[config.mk]
export PLATFORM = sky130hd
export DESIGN_NAME = if_fetch_stage
export DESIGN_NICKNAME = d
export VERILOG_FILES = /design/src/rtl/if_fetch_stage.sv
export SDC_FILE = /design/constraint.sdc
export NUM_CORES = 1
export LEC_CHECK = 0
export BUFFER_PORTS_ARGS = -buffer_cell sky130_fd_sc_hd__buf_2
export CAP_MARGIN = 25
export CORE_MARGIN = 2
export CORE_UTILIZATION = 40
export CTS_BUF_LIST = sky130_fd_sc_hd__clkbuf_8
export CTS_CLUSTER_DIAMETER = 150
export CTS_CLUSTER_SIZE = 20
export DETAILED_ROUTE_END_ITERATION = 10
export GPL_ROUTABILITY_DRIVEN = 0
export PLACE_DENSITY_LB_ADDON = 0.3
export RECOVER_POWER = 25
export SYNTH_ARGS = -nofsm -noshare
export SYNTH_HDL_FRONTEND = slang
export SYNTH_SLANG_ARGS = --single-unit
[constraint.sdc]
create_clock -name clk_i -period 1.9 [get_ports clk_i]
set_input_delay 0.095 -clock clk_i [delete_from_list [all_inputs] [get_ports clk_i]]
set_output_delay 0.095 -clock clk_i [all_outputs]
set_load 0.05 [all_outputs]
[src/rtl/if_fetch_stage.sv]
// Instruction fetch stage: owns the PC, keeps one imem request in flight, buffers one instruction for IF/ID.
// Latency: instruction visible on if_* the cycle after imem_rvalid_i; peak one instruction per 2 cycles.
// Backpressure: stall_i freezes the output buffer; a new request is only raised when the buffer has room.
module if_fetch_stage #(
  parameter logic [31:0] RESET_PC = 32'h0000_0000
) (
  input  logic        clk_i,
  input  logic        rst_ni,
  input  logic        stall_i,
  input  logic        redirect_i,
  input  logic [31:0] redirect_pc_i,
  output logic        imem_req_o,
  output logic [31:0] imem_addr_o,
  input  logic        imem_rdy_i,
  input  logic        imem_rvalid_i,
  input  logic [31:0] imem_rdata_i,
  output logic        if_valid_o,
  output logic [31:0] if_pc_o,
  output logic [31:0] if_pc_plus_4_o,
  output logic [31:0] if_insn_o,
  output logic        if_stall_o
);

  localparam logic [31:0] NOP = 32'h0000_0013;

  typedef enum logic [1:0] {
    IDLE = 2'd0,
    REQ  = 2'd1,
    WAIT = 2'd2
  } state_t;

  state_t      state_q;
  logic [31:0] pc_q;
  logic        discard_q;
  logic        buf_valid_q;
  logic [31:0] buf_pc_q;
  logic [31:0] buf_pc4_q;
  logic [31:0] buf_insn_q;

  logic        buf_room;
  logic        accept;
  logic        rsp;
  logic        load;
  logic        consume;
  logic [31:0] redirect_tgt;

  // The buffer has room when it is empty or being drained this cycle; the
  // REQ state only drives the request while that holds, so a response can
  // never arrive into a full buffer (it would otherwise be lost).
  assign buf_room     = !buf_valid_q || !stall_i;
  assign imem_req_o   = (state_q == REQ) && buf_room;
  assign imem_addr_o  = pc_q;
  assign accept       = imem_req_o && imem_rdy_i;
  assign rsp          = (state_q == WAIT) && imem_rvalid_i;
  assign load         = rsp && !discard_q && !redirect_i;
  assign consume      = buf_valid_q && !stall_i;
  assign redirect_tgt = redirect_pc_i & ~32'h0000_0003;

  // Fetch sequencing: PC advance, request/response handshake, stale-response tracking.
  always_ff @(posedge clk_i or negedge rst_ni) begin
    if (!rst_ni) begin
      state_q   <= IDLE;
      pc_q      <= RESET_PC;
      discard_q <= 1'b0;
    end else begin
      case (state_q)
        IDLE: state_q <= REQ;
        REQ: begin
          // A request accepted in a redirect cycle targets the old path.
          if (accept) begin
            state_q   <= WAIT;
            discard_q <= redirect_i;
          end
        end
        WAIT: begin
          if (imem_rvalid_i) begin
            state_q   <= REQ;
            discard_q <= 1'b0;
          end else if (redirect_i) begin
            discard_q <= 1'b1;
          end
        end
        default: state_q <= IDLE;
      endcase

      if (redirect_i) begin
        pc_q <= redirect_tgt;
      end else if (accept) begin
        pc_q <= pc_q + 32'd4;
      end
    end
  end

  // Single-entry output buffer: redirect flushes, a live response fills, an unstalled consumer drains.
  always_ff @(posedge clk_i or negedge rst_ni) begin
    if (!rst_ni) begin
      buf_valid_q <= 1'b0;
      buf_pc_q    <= 32'h0;
      buf_pc4_q   <= 32'h0;
      buf_insn_q  <= NOP;
    end else if (redirect_i) begin
      buf_valid_q <= 1'b0;
    end else if (load) begin
      // pc_q already stepped past the outstanding request when it was accepted.
      buf_valid_q <= 1'b1;
      buf_pc_q    <= pc_q - 32'd4;
      buf_pc4_q   <= pc_q;
      buf_insn_q  <= imem_rdata_i;
    end else if (consume) begin
      buf_valid_q <= 1'b0;
    end
  end

  assign if_valid_o     = buf_valid_q;
  assign if_pc_o        = buf_pc_q;
  assign if_pc_plus_4_o = buf_pc4_q;
  assign if_insn_o      = buf_valid_q ? buf_insn_q : NOP;
  assign if_stall_o     = !buf_valid_q;

endmodule

==> results of run 1 <==
## layout by cell type, fill, tap and decap left out, types with 22 or more instances in the layout
cell,count
and2_1,30
buf_2,191
buf_4,48
clkbuf_8,22
dfrtp_1,101
dfrtp_2,22
dlygate4sd3_1,64
mux2_2,56
nand2_1,77
o21ai_0,25
o21ai_1,41
xnor2_1,41
## layout make-up
class	instances	area, um2	share of cell area
sequential	126	3180	0.359
multi-input combinational	403	3010	0.339
timing repair buffer	310	2030	0.229
clock buffer	22	303	0.0342
tap	188	235	0.0265
clock inverter	10	75.1	0.00847
inverter	8	30.0	0.00339
antenna	1	2.50	0.000282
## flip-flops by register name, indices dropped and copies added (netlist names)
| register | cells |
|---|---|
| state_q | 2 |
| if_valid_o | 1 |
| buf_insn_q | 32 |
| imem_addr_o | 30 |
| if_pc_plus_4_o | 30 |
| if_pc_o | 30 |
| discard_q | 1 |
## kinds of logic (layout without fill, tap and decap cells)
kind of cell | count (synthesis) | count (layout)
simple gates | 209 | 209
other cells | 1 | 7
buf+inv | 61 | 350
mux | 57 | 57
compound gates | 72 | 72
flops | 126 | 126
xor+xnor | 57 | 57
fa+ha+maj | 2 | 2
## worst max-delay path: stages, from the launching register on
cell and delay [ps]:
dfrtp_2 400, or4_4 530, or4_4 550, nor4_4 160, xnor2_1 160, o21ai_2 60
## stage by stage
step                power (W)  hold slack [ps]  setup TNS (ps)  setup WS (ps)
floorplan             0.00787             -201            -908           -314
global placement      0.00913             20.9            -129          -79.3
detailed placement    0.00926             21.4            -310          -90.9
CTS                    0.0116             77.2            -249           -105
global route           0.0122              110            -760           -162
finish                 0.0116             95.8            -209           -100
## power by group
group / leakage, nW / internal, W / total [W] / switching (W)
combinational: 2.47 / 0.00154 / 0.00515 / 0.00361
sequential: 1.57 / 0.00368 / 0.00423 / 0.000546
clock: 0.206 / 0.00118 / 0.00222 / 0.00104
total: 4.25 / 0.00640 / 0.0116 / 0.00519
## path summary, 6_finish.rpt
path,start,to,slack [ps],depth (start not counted)
worst max-delay path,imem_addr_o[26],if_pc_o[31],-100,5
worst min-delay path,stall_i,if_valid_o,100,3
worst max register to register,imem_addr_o[26],if_pc_o[31],-100,5
worst min register to register,if_pc_o[2],if_pc_o[2],480,2
max in group asynchronous,rst_ni,imem_addr_o[6],310,3
min in group asynchronous,rst_ni,if_pc_o[24],330,2
## timing repair
| action | 4_1_cts | 5_1_grt |
|---|---|---|
| resized for setup | 8 | 23 |
| hold buffers | 64 | 0 |
| endpoints found under the setup margin | 7 | 20 |
| setup buffers | 2 | 3 |
| cloned | 0 | 0 |
| hold endpoints to repair | 190 | 0 |
| pin swaps | 2 | 9 |
## per-layer routing
| metal | GRT usage | up-vias | share of wire |
|---|---|---|---|
| met5 | 0 | - | 0 |
| met2 | 0.358 | 169 | 0.49 |
| met4 | 0.105 | 0 | 0.031 |
| met1 | 0.258 | 2558 | 0.43 |
| li1 | - | 2539 | - |
| met3 | 0.0480 | 37 | 0.047 |
==> flow_metrics.tcl, run 1 <==
set metrics [dict create \
    status "complete, but fails checks" \
    violations "negative setup slack" \
    ys_top_cells_by_count "dfrtp_1, nand2_1, mux2_2" \
    firstDrtPassIters 4 \
    portBuffers 192 \
    cts_tree "built" \
    clkLatencyLatePin_ps 450 \
    yosys.area_share.xor_xnor 0.0810 \
    nFillCells 1309 \
    fp-row-count 45 \
    root_buffer "clkbuf_8" \
    htree_levels 4 \
    ys_async_sr_fraction 1.00 \
    synth_top_area_cell "dfrtp_1" \
    period_needed_ps 2000 \
    fmax_ghz 0.500 \
    tightest_slew_ps 932 \
    synthMuxAreaShare 0.104 \
    yosys.area_share.simple 0.189 \
    clkSlewWorstSetupHoldPaths_ps 70 \
    ys_ff_latch 126 \
    grt_usage 0.213 \
    grt_pass1_wl_um 27200 \
    ys.flop_type "dfrtp_1" \
    powerDensity_mw_per_mm2 1310 \
    die_w_um 128 \
    synthAdderAreaFrac 0.00406 \
    yosys_warnings 0 \
    rsz0062_at_grt "true" \
    relSlewSlack 0.379 \
    layout-drive-gt1-share 0.456 \
    min_period_over_period 1.05 \
    ys_seq_area_frac 0.512 \
    synth_area_leaders "dfrtp_1, mux2_2, xnor2_1" \
    core_area_mm2 0.0151 \
    cts_made_buffers 17 \
    postSynthCellCount 585 \
    synth_area_mm2 0.00616 \
    dieArea_mm2 0.0164 \
    grt_start_max_net_pins 130 \
    yosysMostFrequentCell "dfrtp_1" \
    ys_types 45 \
    antenna_found_initial 1 \
    end_kind "register" \
    drc 0 \
    critical_path_class "register to register" \
    area.growth.synth_to_final_pct 43.9 \
    vias_per_cell 4.97 \
    arrival_ps 2310 \
    synth_edf_count 0 \
    power.leakage_nw 4.25 \
    dp.cells 966 \
    die_h_um 128 \
    finalHoldViolCount 0 \
    vias 5303 \
    clockBufferDepth 2 \
    skew_ps 15.8 \
    placed_area_mm2 0.00767 \
    start_kind "register" \
    grt.overflow.total 0 \
    dp_hpwl_um 11800 \
    slew_violations 0 \
    synth_top_family_by_area "simple AND/OR/NAND/NOR gates" \
    required_ps 2210 \
    cts_sinks 126 \
    ios 201 \
    setup_viol 4 \
    cp_max_fo 2 \
    final_cells 1068 \
    synth-compound-area-share 0.0601 \
    fin_area_mm2 0.00886 \
    synth_top_cell_area_share 0.500 \
    ir_drop_uv 883 \
    grt_pass1_vias 5519 \
    ant_nets 0 \
    fin_ws_ps -100 \
    postSynthAreaPerCell_um2 10.5 \
    start_util 0.407 \
    wl_per_cell_um 16.1 \
    drt_iter0_drc 252 \
    hold_path.class "input port to register" \
    fin_nets 938 \
    routed_wirelength_um 17200 \
    fin_util 0.585 \
    cap_violations 0 \
]
Note: power is estimated with default switching activity, not from simulation.
==> run 2: changes to the inputs <==
--- a/config.mk
+++ b/config.mk
@@ -7,11 +7,12 @@
 export LEC_CHECK = 0
 export BUFFER_PORTS_ARGS = -buffer_cell sky130_fd_sc_hd__buf_2
 export CAP_MARGIN = 25
+export CORE_ASPECT_RATIO = 1.75
 export CORE_MARGIN = 2
 export CORE_UTILIZATION = 40
 export CTS_BUF_LIST = sky130_fd_sc_hd__clkbuf_8
 export CTS_CLUSTER_DIAMETER = 150
-export CTS_CLUSTER_SIZE = 20
+export CTS_CLUSTER_SIZE = 28
 export DETAILED_ROUTE_END_ITERATION = 10
 export GPL_ROUTABILITY_DRIVEN = 0
 export PLACE_DENSITY_LB_ADDON = 0.3
==> run 2 against run 1 <==
  * The flow still finishes with violations (negative setup slack)
  * Wire length rose by 0.75%
  * Flip-flop and latch count is the same
  * Critical path type unchanged
  * Register-to-register slack is essentially flat
  * Largest cell class unchanged
  * Setup slack improved by 5.6 ps
  * Critical path depth unchanged
  * Die area grew 0.24%
  * Worst hold slack got worse by 13 ps
==> flow_metrics.tcl, run 2 (synthesis results as in run 1) <==
set metrics [dict create \
    tightest_slew_ps 1410 \
    die_w_um 97.8 \
    relSlewSlack 0.0612 \
    cap_violations 0 \
    end_kind "register" \
    cp_slowest_cell "or4_4" \
    status "complete, but fails checks" \
    finalHoldViolCount 0 \
    antenna_cells 0 \
    fmax_ghz 0.501 \
    required_ps 2220 \
    period_needed_ps 1990 \
    seqPwrFrac 0.352 \
    dp_hpwl_um 12500 \
    crit_path_frequent_cell "or4_4" \
    fin_nets 932 \
    vias_per_cell 5.03 \
    die_h_um 168 \
    min_from "stall_i" \
    violations "negative setup slack" \
    cp_num_buf_inv 0 \
    ant_nets 0 \
    wl_per_cell_um 16.3 \
    grt.overflow.total 0 \
    firstDrtPassIters 4 \
    grt_pass1_vias 5618 \
    root_buffer "clkbuf_8" \
    switching_share 0.433 \
    cts_tree "built" \
    grt_usage 0.213 \
    largest_reg_flops 32 \
    path_cells "or4_4 -> or4_4 -> nor4_4 -> xnor2_1 -> o21ai_2" \
    intPower_w 0.00681 \
    max_stage_delay_ps 550 \
    layout_commonest_cell "buf_2" \
    antenna_found_initial 0 \
    power.leakage_nw 4.19 \
    drc 0 \
    dieArea_mm2 0.0165 \
    power.net_switching_w 0.00519 \
    ios 201 \
    max_flop_register "buf_insn_q" \
    fin_area_mm2 0.00885 \
    cp_max_fo 2 \
    pre_cts_slack_ps -85.8 \
    fin_util 0.581 \
    dp.cells 961 \
    cts_made_buffers 17 \
    setup_viol 3 \
    powerDensity_mw_per_mm2 1360 \
    hold_path.class "input port to register" \
    path_delay_family "simple AND/OR/NAND/NOR gates" \
    slew_violations 0 \
    ir_drop_uv 918 \
    grt_start_max_net_pins 63 \
    cp-startpoint "imem_addr_o[26]" \
    critical_path_class "register to register" \
    core_area_mm2 0.0152 \
    holdWs_ps 83.0 \
    clkLatencyLatePin_ps 430 \
    clockBufferDepth 2 \
    rsz0062_at_grt "true" \
    area.growth.synth_to_final_pct 43.7 \
    pwr-share-clk 0.223 \
    final_cells 1058 \
    start_kind "register" \
    pwr-share-comb 0.425 \
    min_period_over_period 1.05 \
    fin_ws_ps -94.7 \
    clkSlewWorstSetupHoldPaths_ps 80 \
    vias 5319 \
    htree_levels 4 \
    placed_area_mm2 0.00769 \
    skew_ps 14.0 \
    cts_sinks 126 \
    routed_wirelength_um 17300 \
    drt_iter0_drc 147 \
    grt_pass1_wl_um 27800 \
    portBuffers 192 \
    r2r_start "imem_addr_o[26]" \
    start_util 0.404 \
    reg2reg_slack_ps -90 \
    layout-drive-gt1-share 0.454 \
    layout_common_cells "buf_2, dfrtp_1, nand2_1" \
    arrival_ps 2310 \
    fp-row-count 60 \
]
-- run 2: tightest hold or removal path, cell delays in order --
cell and delay, ps:
buf_2 110, nand2_1 80, buf_4 120, o21ai_0 60
-- run 2: final timing paths --
path,endpoint,depth (start not counted)
min in group asynchronous,buf_insn_q[25],2
hold / removal,if_valid_o,4
hold reg to reg,if_pc_plus_4_o[2],2
setup / recovery,if_pc_o[31],5
setup reg to reg,if_pc_o[31],5
max in group asynchronous,imem_addr_o[23],3
-- run 2: power by group through the flow --
stage,Combinational (W),Sequential [W],Clock (W)
floorplan,0.00153,0.00634,0
global placement,0.00494,0.00420,0
detailed placement,0.00501,0.00427,0
CTS,0.00512,0.00422,0.00274
global route,0.00540,0.00435,0.00288
finish,0.00510,0.00422,0.00267
-- run 2: repair_timing --
item / 4_1_cts / 5_1_grt
setup endpoints to repair: 5 / 19
resized for setup: 1 / 16
buffers inserted: 0 / 2
endpoints found under the hold margin: 118 / 0
pin swaps: 0 / 2
cloned: 0 / 0
hold buffers: 64 / 0
-- run 2: cell type report --
cell class                 count  area, um2
fill                        1297       6390
clock inverter                12        193
clock buffer                  19        262
multi-input combinational    403       2930
tap                          186        233
inverter                       8       30.0
timing repair buffer         304       2020
sequential                   126       3180
-- run 2: metal layers --
layer / share of wire / track usage
met3: 0.040 / 0.0386
met5: 0 / 0
met2: 0.54 / 0.393
met4: 0.041 / 0.109
met1: 0.38 / 0.229
-- run 2: metrics by stage --
stage / TNS, ps / power, W
after floorplan: -908 / 0.00787
after global placement: -119 / 0.00913
after detailed placement: -219 / 0.00928
after CTS: -271 / 0.0121
after global routing: -343 / 0.0126
final: -163 / 0.0120
==> run 3: changes to the inputs <==
--- a/config.mk
+++ b/config.mk
@@ -5,6 +5,7 @@
 export SDC_FILE = /design/constraint.sdc
 export NUM_CORES = 1
 export LEC_CHECK = 0
+export ABC_AREA = 1
 export BUFFER_PORTS_ARGS = -buffer_cell sky130_fd_sc_hd__buf_2
 export CAP_MARGIN = 25
 export CORE_ASPECT_RATIO = 1.75
@@ -12,7 +13,7 @@
 export CORE_UTILIZATION = 40
 export CTS_BUF_LIST = sky130_fd_sc_hd__clkbuf_8
 export CTS_CLUSTER_DIAMETER = 150
-export CTS_CLUSTER_SIZE = 28
+export CTS_CLUSTER_SIZE = 12
 export DETAILED_ROUTE_END_ITERATION = 10
 export GPL_ROUTABILITY_DRIVEN = 0
 export PLACE_DENSITY_LB_ADDON = 0.3
==> constraint.sdc (replaced) <==
create_clock -name clk_i -period 2.5 [get_ports clk_i]
set_input_delay 0.125 -clock clk_i [delete_from_list [all_inputs] [get_ports clk_i]]
set_output_delay 0.125 -clock clk_i [all_outputs]
set_load 0.05 [all_outputs]
==> run 3 against run 2 <==
  * The run now ends clean
  * Synthesized cell count rose by 63%
  * Critical path depth fell by 1
  * Non-clock buffer count fell by 41
  * Global-route usage grew 1.8 points
  * Power shrank 22%
  * Wire length increased by 22%
  * Synthesized area rose by 12%
  * Critical path type is now register to output pin
==> flow_metrics.tcl, run 3 <==
set metrics [dict create \
    status "finished clean" \
    holdWs_ps 8.92 \
    dieArea_mm2 0.0184 \
    seqPwrFrac 0.370 \
    max_flop_register "buf_insn_q" \
    yosys.area_share.xor_xnor 0.0127 \
    fin_nets 1265 \
    die_h_um 178 \
    tightest_slew_ps 1480 \
    multi_input_area_mm2 0.00320 \
    met2_usage 0.393 \
    layout_common_cells "nand2_1, buf_2, dfrtp_1" \
    powerDensity_mw_per_mm2 1050 \
    max_stage_delay_ps 340 \
    fmax_ghz 0.539 \
    vias_per_cell 4.86 \
    portBuffers 192 \
    synth_area_mm2 0.00692 \
    synth_area_leaders "dfrtp_1, nand2_1, nor2_1" \
    hold_path.class "input port to register" \
    synth_top_area_cell "dfrtp_1" \
    min_period_over_period 0.743 \
    cp_max_fo 31 \
    clockBufferDepth 2 \
    cap_violations 0 \
    hold_end "imem_addr_o[30]" \
    drc 0 \
    clkLatencyLatePin_ps 450 \
    synth_top_cell_area_share 0.445 \
    r2r_start "imem_addr_o[2]" \
    start_kind "register" \
    start_util 0.408 \
    grt_pass1_vias 6453 \
    setup_viol 0 \
    worstHoldPathCells 5 \
    grtUsageMet3 0.0349 \
    postSynthCellCount 953 \
    area.growth.synth_to_final_pct 29.9 \
    reg2reg_slack_ps 680 \
    vias 6959 \
    pre_cts_slack_ps 690 \
    yosys_warnings 0 \
    switching_share 0.502 \
    pwr-share-clk 0.170 \
    fin_ws_ps 644 \
    fin_util 0.530 \
    ys_ff_latch 126 \
    ctsResizeCount 0 \
    wl_per_cell_um 14.7 \
    cp_slowest_cell "dfrtp_1" \
    finalHoldViolCount 0 \
    synthAdderAreaFrac 0.00362 \
    yosys.area_share.simple 0.380 \
    dp_hpwl_um 15500 \
    drt_iter0_drc 363 \
    power.net_switching_w 0.00472 \
    die_w_um 103 \
    cts_made_buffers 17 \
    clkSlewWorstSetupHoldPaths_ps 70 \
    layout_commonest_cell "nand2_1" \
    ys_top_cells_by_count "nand2_1, dfrtp_1, nor2_1" \
    post_cts_buffers 0 \
    cp_num_buf_inv 3 \
    fp-row-count 63 \
    postSynthAreaPerCell_um2 7.26 \
    grt.overflow.total 0 \
    relSlewSlack 0.0119 \
    yosysMostFrequentCell "nand2_1" \
    layout-drive-gt1-share 0.237 \
    largest_reg_flops 32 \
    ys_seq_area_frac 0.456 \
    cts_tree "built" \
    synth_top_family_by_area "simple AND/OR/NAND/NOR gates" \
    ir_drop_uv 395 \
    path_delay_family "buffers and inverters" \
    reg2reg_depth 9 \
    nFillCells 1688 \
    core_area_mm2 0.0169 \
    grt_usage 0.231 \
    grt_pass1_wl_um 32600 \
    period_needed_ps 1860 \
    ios 201 \
    grt.busiest_layer "met2" \
    root_buffer "clkbuf_8" \
    synth_edf_count 0 \
    arrival_ps 1730 \
    gr-usage-met1 0.275 \
    rsz0062_at_grt "false" \
    setup_tns_ps 0 \
    routed_wirelength_um 21100 \
    seq_area_mm2 0.00316 \
    min_from "redirect_pc_i[30]" \
    antenna_cells 0 \
    power.leakage_nw 4.87 \
    path_cells "buf_4 -> inv_1 -> or2_2 -> buf_2" \
    ys_types 40 \
    synth-compound-area-share 0.0609 \
    antenna_found_initial 0 \
    r2r_end "if_pc_o[30]" \
    ys_async_sr_fraction 1.00 \
    end_kind "output pin" \
    cts_sinks 126 \
    slew_violations 0 \
    synthMuxAreaShare 0 \
    firstDrtPassIters 8 \
    skew_ps 13.2 \
    grt_start_max_net_pins 123 \
    ant_nets 0 \
    required_ps 2380 \
    htree_levels 4 \
    critical_path_class "register to output pin" \
    ys.flop_type "dfrtp_1" \
    intPower_w 0.00469 \
    pwr-share-comb 0.460 \
]
## run 3: cell types whose count changed in the layout (fill, tap and decap cells not counted), sizes merged, moves of 40 or more
cell and change:
inv +79, mux2 -56, nand3 +62, nor2 +128
xnor2 -40, nand2 +296
## run 3: stage by stage
stage,instances,instance area (um2),power [W]
2_1_floorplan,958,6940,0.00661
3_3_place_gp,1345,8080,0.00772
3_5_place_dp,1345,8080,0.00780
4_1_cts,1432,8990,0.00947
5_1_grt,1432,8990,0.00997
6_report,1432,8990,0.00941
## run 3: how the worst max path moves through the flow
stage / slack (ps) / start / to / depth (start not counted)
2_1_floorplan: 710 / imem_addr_o[2] / imem_addr_o[20] / 9
3_3_place_gp: 720 / imem_addr_o[2] / if_pc_o[30] / 9
3_5_place_dp: 690 / imem_addr_o[2] / if_pc_o[30] / 9
4_1_cts: 640 / if_valid_o / if_insn_o[1] / 4
5_1_grt: 530 / rst_ni / buf_insn_q[1] / 3
6_report: 640 / if_valid_o / if_insn_o[0] / 4
## run 3: power by group through the flow
stage,Combinational [W],Sequential (W),Clock (W)
floorplan,0.00143,0.00518,0
CTS,0.00436,0.00348,0.00164
global route,0.00465,0.00359,0.00172
detailed placement,0.00428,0.00351,0
global placement,0.00425,0.00348,0
finish,0.00433,0.00348,0.00160
## run 3: logic make-up (layout without fill, tap and decap cells)
logic type	Yosys count	after routing
simple gates	611	611
xor+xnor	10	10
fa+ha+maj	2	2
buf+inv	134	381
flops	126	126
compound gates	69	69
other cells	1	6
## run 3: cell type report
| class | instances | area share |
|---|---|---|
| clock inverter | 10 | 0.00738 |
| inverter | 87 | 0.0363 |
| sequential | 126 | 0.351 |
| multi-input combinational | 698 | 0.356 |
| clock buffer | 21 | 0.0322 |
| timing repair buffer | 263 | 0.186 |
| tap | 227 | 0.0316 |
## run 3: worst reg2reg max path: stages, from the launching register on
cell     delay (ps)
dfrtp_1         470
inv_2           150
ha_1            240
nand2_2         120
nor2_4          170
nand3_2         120
nor2_2          240
nand2_1          80
nand2_1          70
nand3_1          60
## run 3: layer usage
layer / routed length, um / up-vias
met4: 934 / 0
met3: 1090 / 54
li1: - / 3457
met2: 10700 / 255
met5: 0 / -
met1: 8370 / 3193
## run 3: repair_timing
action	CTS	global route
endpoints found under the hold margin	129	0
endpoints found under the setup margin	0	0
hold buffers	56	0
